## config.mk

```make
export PLATFORM = sky130hd
export DESIGN_NAME = tlp_lookahead_buffer
export DESIGN_NICKNAME = d
export VERILOG_FILES = /design/src/rtl/tlp_lookahead_buffer.sv
export SDC_FILE = /design/constraint.sdc
export NUM_CORES = 2
export LEC_CHECK = 0
export BUFFER_PORTS_ARGS = -buffer_cell sky130_fd_sc_hd__buf_2
export CORE_ASPECT_RATIO = 0.9
export CORE_MARGIN = 1.5
export CORE_UTILIZATION = 41
export CTS_CLUSTER_SIZE = 12
export DETAILED_ROUTE_END_ITERATION = 16
export GPL_ROUTABILITY_DRIVEN = 0
export PLACE_DENSITY = 0.57
export SLEW_MARGIN = 20
export SYNTH_ARGS = -nofsm -noshare
export SYNTH_HDL_FRONTEND = slang
export SYNTH_MEMORY_MAX_BITS = 65536
export SYNTH_SLANG_ARGS = --single-unit
```

## constraint.sdc

```tcl
create_clock -name i_Clk -period 7.7 [get_ports i_Clk]
set_input_delay 0.385 -clock i_Clk [delete_from_list [all_inputs] [get_ports i_Clk]]
set_output_delay 0.385 -clock i_Clk [all_outputs]
set_load 0.02 [all_outputs]
```

## src/rtl/tlp_lookahead_buffer.sv

```systemverilog
// TLP receive buffer: decodes the SOP header into a descriptor that is queued next to the packet's beats,
// so the dispatcher sees type/len/BAR/function before the first beat; cut-through or store-and-forward release.
module tlp_lookahead_buffer #(
  parameter int pWIDTH        = 64,
  parameter int pDEPTH        = 64,
  parameter int pPKTS         = 8,
  parameter int pSTORE_FWD    = 1,
  parameter int pDROP_ERR     = 1,
  parameter int pREADY_MARGIN = 4
) (
  input  logic                      i_Clk,
  input  logic                      i_ARstN,
  input  logic                      i_InRxDv,
  input  logic                      i_InRxSop,
  input  logic                      i_InRxEop,
  input  logic                      i_InRxErr,
  input  logic                      i_InRxEmpty,
  input  logic [pWIDTH-1:0]         iv_InRxData,
  input  logic [7:0]                i8_BarHit,
  input  logic [2:0]                i3_Function,
  output logic                      o_InRxReady,
  output logic                      o_OutRxDv,
  output logic                      o_OutRxSop,
  output logic                      o_OutRxEop,
  output logic                      o_OutRxErr,
  output logic                      o_OutRxEmpty,
  output logic [pWIDTH-1:0]         ov_OutRxData,
  input  logic                      i_OutRxReady,
  output logic                      o_NxtPktValid,
  output logic                      o_NxtPktMemWr,
  output logic                      o_NxtPktMemRd,
  output logic                      o_NxtPktIOWr,
  output logic                      o_NxtPktIORd,
  output logic                      o_NxtPktCmplD,
  output logic                      o_NxtPktCmpl,
  output logic                      o_NxtPktOthers,
  output logic [9:0]                o10_NxtPktPayldLen,
  output logic [7:0]                o8_NxtPktBarHit,
  output logic [2:0]                o3_NxtPktFuncHit,
  output logic [$clog2(pPKTS):0]    ov_PktCnt,
  output logic                      o_DropPulse,
  output logic                      o_OvfPulse
);
  localparam int AW = $clog2(pDEPTH);
  localparam int PW = $clog2(pPKTS);
  localparam logic [AW:0] PTR_ONE   = (AW+1)'(1);
  localparam logic [AW:0] DEPTH_P   = (AW+1)'(pDEPTH);
  localparam logic [AW:0] MARGIN_P  = (AW+1)'(pREADY_MARGIN);
  localparam logic [PW:0] PKT_ONE   = (PW+1)'(1);
  localparam logic [PW:0] PKTS_P    = (PW+1)'(pPKTS);
  localparam logic [PW:0] PKTS_HI   = (PW+1)'(pPKTS - 1);

  typedef struct packed {
    logic              empty;
    logic              err;
    logic              sop;
    logic              eop;
    logic [pWIDTH-1:0] dat;
  } beat_t;

  typedef struct packed {
    logic       mem_wr;
    logic       mem_rd;
    logic       io_wr;
    logic       io_rd;
    logic       cmpl_d;
    logic       cmpl;
    logic       others;
    logic [9:0] len;
    logic [7:0] bar;
    logic [2:0] func;
  } desc_t;

  beat_t       beat_mem [pDEPTH];
  desc_t       desc_mem [pPKTS];

  logic [AW:0] wptr_q, wptr_d, cptr_q, cptr_d, rptr_q, rptr_d, wbase, occ_d;
  logic [PW:0] dwr_q, dwr_d, drd_q, drd_d, pkt_cnt, pkt_cnt_d;
  logic        pkt_open_q, pkt_open_d, err_seen_q, err_seen_d, discard_q, discard_d;
  logic        drop_pulse_q, drop_pulse_d, ovf_pulse_q, ovf_pulse_d, in_rdy_q, in_rdy_d;
  desc_t       desc_hold_q, desc_hold_d, in_desc, desc_push_dat, desc_head;
  logic [4:0]  hdr_type;
  beat_t       beat_wdat, rd_beat;
  logic        beat_we, desc_push, desc_pop, desc_push_ok, desc_pop_ok;
  logic        full_q, err_pkt, out_dv, nxt_vld;
  logic [AW-1:0] beat_waddr;

  // Header decode of the current input beat; only meaningful on SOP.
  always_comb begin
    hdr_type        = iv_InRxData[28:24];
    in_desc         = '0;
    in_desc.mem_wr  = (hdr_type == 5'b00000) &&  iv_InRxData[30];
    in_desc.mem_rd  = (hdr_type == 5'b00000) && !iv_InRxData[30];
    in_desc.io_wr   = (hdr_type == 5'b00010) &&  iv_InRxData[30];
    in_desc.io_rd   = (hdr_type == 5'b00010) && !iv_InRxData[30];
    in_desc.cmpl_d  = (hdr_type == 5'b01010) &&  iv_InRxData[30];
    in_desc.cmpl    = (hdr_type == 5'b01010) && !iv_InRxData[30];
    in_desc.others  = (hdr_type != 5'b00000) && (hdr_type != 5'b00010) && (hdr_type != 5'b01010);
    in_desc.len     = iv_InRxData[9:0];
    in_desc.bar     = i8_BarHit;
    in_desc.func    = i3_Function;
    beat_wdat.empty = i_InRxEmpty;
    beat_wdat.err   = i_InRxErr;
    beat_wdat.sop   = i_InRxSop;
    beat_wdat.eop   = i_InRxEop;
    beat_wdat.dat   = iv_InRxData;
  end

  // Write side: a new SOP always restarts from the committed pointer, which discards any open packet.
  always_comb begin
    wptr_d        = wptr_q;
    cptr_d        = cptr_q;
    pkt_open_d    = pkt_open_q;
    err_seen_d    = err_seen_q;
    discard_d     = discard_q;
    desc_hold_d   = desc_hold_q;
    drop_pulse_d  = 1'b0;
    ovf_pulse_d   = 1'b0;
    beat_we       = 1'b0;
    desc_push     = 1'b0;
    desc_push_dat = desc_hold_q;
    full_q        = (wptr_q - rptr_q) == DEPTH_P;
    wbase         = i_InRxSop ? cptr_q : wptr_q;
    err_pkt       = (i_InRxSop ? 1'b0 : err_seen_q) | i_InRxErr;
    beat_waddr    = wptr_q[AW-1:0];
    if (i_InRxDv) begin
      if (pSTORE_FWD == 0) begin
        if (full_q) begin
          ovf_pulse_d = 1'b1;
        end else begin
          beat_we   = 1'b1;
          wptr_d    = wptr_q + PTR_ONE;
          desc_push = i_InRxSop;
          desc_push_dat = in_desc;
        end
        cptr_d = wptr_d;
      end else begin
        if (i_InRxSop) begin
          discard_d    = 1'b0;
          drop_pulse_d = pkt_open_q;
        end
        if (i_InRxSop || pkt_open_q) begin
          beat_waddr = wbase[AW-1:0];
          if ((wbase - rptr_q) == DEPTH_P) begin
            ovf_pulse_d  = 1'b1;
            drop_pulse_d = 1'b1;
            wptr_d       = cptr_q;
            pkt_open_d   = 1'b0;
            err_seen_d   = 1'b0;
            discard_d    = !i_InRxEop;
          end else begin
            beat_we = 1'b1;
            wptr_d  = wbase + PTR_ONE;
            if (i_InRxSop) desc_hold_d = in_desc;
            if (i_InRxEop) begin
              pkt_open_d = 1'b0;
              err_seen_d = 1'b0;
              if ((pDROP_ERR != 0) && err_pkt) begin
                drop_pulse_d = 1'b1;
                wptr_d       = cptr_q;
              end else begin
                cptr_d        = wbase + PTR_ONE;
                desc_push     = 1'b1;
                desc_push_dat = i_InRxSop ? in_desc : desc_hold_q;
              end
            end else begin
              pkt_open_d = 1'b1;
              err_seen_d = err_pkt;
            end
          end
        end else if (discard_q && i_InRxEop) begin
          discard_d = 1'b0;
        end
      end
    end
  end

  // Read side, descriptor queue and registered ready (computed from next-state occupancy).
  always_comb begin
    rd_beat     = beat_mem[rptr_q[AW-1:0]];
    out_dv      = (rptr_q != cptr_q) && i_OutRxReady;
    rptr_d      = out_dv ? rptr_q + PTR_ONE : rptr_q;
    desc_pop    = out_dv && rd_beat.eop;
    pkt_cnt     = dwr_q - drd_q;
    nxt_vld     = pkt_cnt != '0;
    desc_head   = desc_mem[drd_q[PW-1:0]];
    desc_push_ok = desc_push && (pkt_cnt != PKTS_P);
    desc_pop_ok  = desc_pop && nxt_vld;
    dwr_d       = desc_push_ok ? dwr_q + PKT_ONE : dwr_q;
    drd_d       = desc_pop_ok ? drd_q + PKT_ONE : drd_q;
    pkt_cnt_d   = dwr_d - drd_d;
    occ_d       = wptr_d - rptr_d;
    in_rdy_d    = ((DEPTH_P - occ_d) > MARGIN_P) && (pkt_cnt_d < PKTS_HI);
  end

  always_ff @(posedge i_Clk or negedge i_ARstN) begin
    if (!i_ARstN) begin
      wptr_q       <= '0;
      cptr_q       <= '0;
      rptr_q       <= '0;
      dwr_q        <= '0;
      drd_q        <= '0;
      pkt_open_q   <= 1'b0;
      err_seen_q   <= 1'b0;
      discard_q    <= 1'b0;
      desc_hold_q  <= '0;
      drop_pulse_q <= 1'b0;
      ovf_pulse_q  <= 1'b0;
      in_rdy_q     <= 1'b0;
    end else begin
      wptr_q       <= wptr_d;
      cptr_q       <= cptr_d;
      rptr_q       <= rptr_d;
      dwr_q        <= dwr_d;
      drd_q        <= drd_d;
      pkt_open_q   <= pkt_open_d;
      err_seen_q   <= err_seen_d;
      discard_q    <= discard_d;
      desc_hold_q  <= desc_hold_d;
      drop_pulse_q <= drop_pulse_d;
      ovf_pulse_q  <= ovf_pulse_d;
      in_rdy_q     <= in_rdy_d;
    end
  end

  always_ff @(posedge i_Clk) begin
    if (beat_we)      beat_mem[beat_waddr]        <= beat_wdat;
    if (desc_push_ok) desc_mem[dwr_q[PW-1:0]]     <= desc_push_dat;
  end

  // Storage is not reset, so every output is gated by its valid.
  assign o_InRxReady        = in_rdy_q;
  assign o_OutRxDv          = out_dv;
  assign o_OutRxSop         = out_dv & rd_beat.sop;
  assign o_OutRxEop         = out_dv & rd_beat.eop;
  assign o_OutRxErr         = out_dv & rd_beat.err;
  assign o_OutRxEmpty       = out_dv & rd_beat.empty;
  assign ov_OutRxData       = out_dv ? rd_beat.dat : '0;
  assign o_NxtPktValid      = nxt_vld;
  assign o_NxtPktMemWr      = nxt_vld & desc_head.mem_wr;
  assign o_NxtPktMemRd      = nxt_vld & desc_head.mem_rd;
  assign o_NxtPktIOWr       = nxt_vld & desc_head.io_wr;
  assign o_NxtPktIORd       = nxt_vld & desc_head.io_rd;
  assign o_NxtPktCmplD      = nxt_vld & desc_head.cmpl_d;
  assign o_NxtPktCmpl       = nxt_vld & desc_head.cmpl;
  assign o_NxtPktOthers     = nxt_vld & desc_head.others;
  assign o10_NxtPktPayldLen = nxt_vld ? desc_head.len : '0;
  assign o8_NxtPktBarHit    = nxt_vld ? desc_head.bar : '0;
  assign o3_NxtPktFuncHit   = nxt_vld ? desc_head.func : '0;
  assign ov_PktCnt          = pkt_cnt;
  assign o_DropPulse        = drop_pulse_q;
  assign o_OvfPulse         = ovf_pulse_q;

endmodule

```

==> flow_summary.rst <==
.. list-table::
   :header-rows: 1

   * - Metric
     - Value
   * - Number of buffers inserted for hold repair after clock tree synthesis
     - 24
   * - Peak ir drop on the vdd network
     - 0.000410 V
   * - Number of DRC violations after detailed-routing iteration 0
     - 11200
   * - Compound-Gate Fraction of Synth Area
     - 0.417%
   * - Clk root buf
     - sky130_fd_sc_hd__clkbuf_16
   * - Via density
     - 6.05
   * - Kind of critical path
     - reg2out
   * - Number of max-cap violations
     - 0
   * - Simple-gate portion of the synthesized area
     - 0.938%
   * - Post-synth EDFFs
     - between 4000 and 5000
   * - Relative contribution of the clock network to total power
     - 29.8%
   * - Period utilization
     - 89.0%
   * - H-tree depth
     - 5
   * - Longest Clk Path Bufs
     - 4
   * - Highest achievable clock rate
     - 146 MHz
   * - Post-synth top flop
     - sky130_fd_sc_hd__edfxtp_1
   * - Combinational share of power
     - between 20 and 30%
   * - Number of clock sinks
     - about 4600
   * - Clock buffer count from CTS
     - 461
   * - Detailed Route WL
     - 497000 µm
   * - Critical path fanouts, max
     - 147
   * - Total routing resource utilization after global routing
     - 22.5%
   * - Source-to-sink clock delay at the later pin of the worst-skew pair
     - 1060 ps
   * - Status
     - finished, final reports clean
   * - CP required
     - 7320 ps
   * - CP Launch Type
     - flip-flop
   * - Count of warnings emitted by yosys
     - 0
   * - Cell count after synthesis
     - 7140
   * - Area Growth Syn to Fin
     - 13.3%
   * - TNS Setup
     - 0 ps
   * - Leakage power total
     - 0.0619 µW
   * - Starting Density
     - 41.2%
   * - WHS
     - 67.3 ps
   * - Unique cell type count in the Yosys netlist
     - 61
   * - Via count of the first global-routing pass
     - 83600
   * - Post-layout min period
     - 6850 ps
   * - Sw Ratio
     - 29.2%
   * - Clock transition at the registers of the reported paths
     - 60 ps
   * - Per-instance average area after synthesis
     - 24.9 µm²
   * - Fraction of synthesized cell area in xor and xnor cells
     - 0.190%
   * - Slew at the pin with the worst max-slew slack
     - 1310 ps
   * - Vias post-DR
     - between 80000 and 90000
   * - Reported net switching power
     - 20200 µW
   * - Cell area after synthesis
     - 178000 µm²
   * - Power per cell area
     - 344 nW/µm²
   * - Finished layout cell area
     - 202000 µm²
   * - Post-CTS Setup Repair Bufs
     - 0
   * - WL per Instance
     - 36.1 µm
   * - Worst hold path class
     - in2reg
   * - Seq/Total Area, Yosys
     - 78.1%
   * - CTS tree
     - yes
   * - DR pass1 iterations
     - 6
   * - Number of buffer cells added on primary ports
     - 187
   * - Total setup violations reported at the end of the flow
     - 0
   * - Internal power summed over all cells
     - slightly below 50000 µW
   * - Total I/O pin count
     - about 190
   * - Vertical extent of the die
     - around 630 µm
   * - Worst path arrival time
     - 6470 ps
   * - Dpl cell area
     - between 150000 and 200000 µm²
   * - Cts repair resizes
     - 0
   * - Nets@finish
     - 7800
   * - Core area
     - 432000 µm²
   * - Initial antenna violation count
     - 33
   * - Share of post-route cells with drive strength above 1
     - 32.4%
   * - Antenna viol nets, final
     - 0
   * - Slew HR
     - 12.9%
   * - Fraction of synthesized area in multiplexers
     - 19.1%
   * - Area of the die
     - 438000 µm²
   * - Sequential fraction of design power
     - 41.2%
   * - Horizontal extent of the die
     - 697 µm
   * - Proportion of register bits with asynchronous set or reset after synthesis
     - roughly 1.3%
   * - Total Power
     - 69200 µW
   * - Final max-slew violation count
     - 0
   * - Count of standard-cell rows
     - 229
   * - End-of-flow core utilization
     - 46.6%
   * - Largest clock skew in the final design
     - between 80 and 90 ps
   * - Dominant combinational cell family by area after synthesis
     - multiplexers
   * - Fill cell total of the finished layout
     - 35100
   * - Area taken by multi-input logic gates
     - around 38000 µm²
   * - Pin count of the biggest net entering global routing
     - 149
   * - Global route overflow
     - 0
   * - Type of element capturing the critical path
     - output pin
   * - FF+latch count, synth
     - 4638
   * - Remaining routing DRC violations
     - 0
   * - Hold Vio Cnt, Final
     - 0
   * - Setup repair after global routing missed its margin
     - false
   * - Net count after synthesis
     - 7254
   * - Placed wire-length estimate
     - 253000 µm
   * - Wire length of the first global-routing pass
     - 688000 µm
   * - Sequential cell area
     - 139000 µm²
   * - Adder-cell share of the synthesized area
     - less than 1%
power by group through the flow:
stage / clock [µW] / sequential [µW] / combinational (µW)
after global routing: 21900 / 28500 / 21200
after global placement: 0 / 29000 / 20300
after CTS: 21000 / 28500 / 20400
final: 20700 / 28500 / 20100
after detailed placement: 0 / 29000 / 20400
after floorplan: 0 / 28800 / 14000
layer usage:
layer	routed length, µm	track usage, %
met2	241000	36.7
met4	12000	5.42
met3	38400	3.52
met5	82	0
met1	205000	32.2
worst max-delay path, cell delays in order (launching register included):
cell	delay, ps
sky130_fd_sc_hd__dfrtp_4	870
sky130_fd_sc_hd__buf_4	650
sky130_fd_sc_hd__buf_4	960
sky130_fd_sc_hd__buf_12	630
sky130_fd_sc_hd__mux4_2	440
sky130_fd_sc_hd__mux4_2	520
sky130_fd_sc_hd__mux4_2	610
sky130_fd_sc_hd__nor2b_1	180
sky130_fd_sc_hd__buf_2	180
worst paths after layout:
| check | from | to | slack (ps) | cells after the start |
|---|---|---|---|---|
| worst max-delay path | rptr_q[1] | ov_OutRxData[45] | 850 | 8 |
| worst min-delay path | iv_InRxData[61] | beat_mem[60][61] | 70 | 1 |
| worst max register to register | wptr_q[2] | beat_mem[43][8] | 1450 | 13 |
| worst min register to register | dwr_q[3] | dwr_q[3] | 480 | 1 |
| max in group asynchronous | i_ARstN | desc_hold_q[1] | 6580 | 3 |
| min in group asynchronous | i_ARstN | desc_hold_q[18] | 110 | 3 |
per-stage QoR:
step,setup WS (ps),std cells
finish,849,13800
floorplan,646,7140
detailed placement,1350,13000
global route,784,13800
global placement,1470,13000
CTS,815,13700
logic make-up (layout without fill, tap and decap cells):
family / count (synthesis) / in the layout
muxes: 1545 / 1545
buffers and inverters: 421 / 1258
AOI/OAI and AO/OA: 112 / 112
and+or+nand+nor: 355 / 355
xor gates and xnor gates: 37 / 37
other: 0 / 10
adders and majority gates: 32 / 32
DFF: 4638 / 4638
synth_stat cells, drive strengths merged, types with 3 or more instances:
cell type | instances | area, µm²
fa | 3 | 60.1
o21a | 8 | 60.1
mux2 | 62 | 698
mux4 | 1468 | 33100
a21oi | 39 | 195
o21ai | 18 | 90.1
nand2b | 11 | 68.8
a21o | 5 | 37.5
edfxtp | 4576 | 137000
nor2 | 82 | 308
nor3b | 7 | 52.6
nand4 | 6 | 37.5
nor4 | 3 | 18.8
xor2 | 9 | 78.8
nand2 | 137 | 514
and3 | 10 | 62.6
a31oi | 7 | 43.8
nor3 | 9 | 45.0
nor2b | 65 | 407
buf | 177 | 863
o211ai | 3 | 22.5
or2 | 7 | 43.8
a311oi | 9 | 78.8
inv | 38 | 143
mux2i | 15 | 150
xnor2 | 27 | 236
clkbuf | 206 | 773
ha | 28 | 350
dfrtp | 62 | 1550
a211oi | 4 | 30.0
nand3 | 9 | 45.0
registers in the layout, indices dropped and copies added, names as in the netlist:
| signal | flops |
|---|---|
| o_DropPulse | 1 |
| rptr_q | 7 |
| beat_mem | 4352 |
| o_InRxReady | 1 |
| desc_hold_q | 28 |
| wptr_q | 7 |
| dwr_q | 4 |
| o_OvfPulse | 1 |
| pkt_open_q | 1 |
| drd_q | 4 |
| err_seen_q | 1 |
| cptr_q | 7 |
| desc_mem | 224 |
cell type report:
type                            instances  area share [%]
Sequential cell                      4638            69.0
Multi-Input combinational cell       2081            18.7
Clock buffer                          620            6.11
Tap cell                             5775            3.59
Timing Repair Buffer                  466            2.04
Clock inverter                        134           0.526
Inverter                               38          0.0782
Antenna cell                           10          0.0124
placed cells by master (no fill, tap or decap), types with 62 or more instances in the layout:
| master | instances |
|---|---|
| sky130_fd_sc_hd__nand2_1 | 137 |
| sky130_fd_sc_hd__clkinv_1 | 71 |
| sky130_fd_sc_hd__clkbuf_16 | 466 |
| sky130_fd_sc_hd__nor2b_1 | 64 |
| sky130_fd_sc_hd__clkbuf_1 | 147 |
| sky130_fd_sc_hd__mux4_2 | 1468 |
| sky130_fd_sc_hd__nor2_4 | 64 |
| sky130_fd_sc_hd__buf_4 | 180 |
| sky130_fd_sc_hd__buf_12 | 75 |
| sky130_fd_sc_hd__mux2_2 | 62 |
| sky130_fd_sc_hd__edfxtp_1 | 4576 |
| sky130_fd_sc_hd__buf_2 | 169 |
Power figures use the tool's default switching activity.
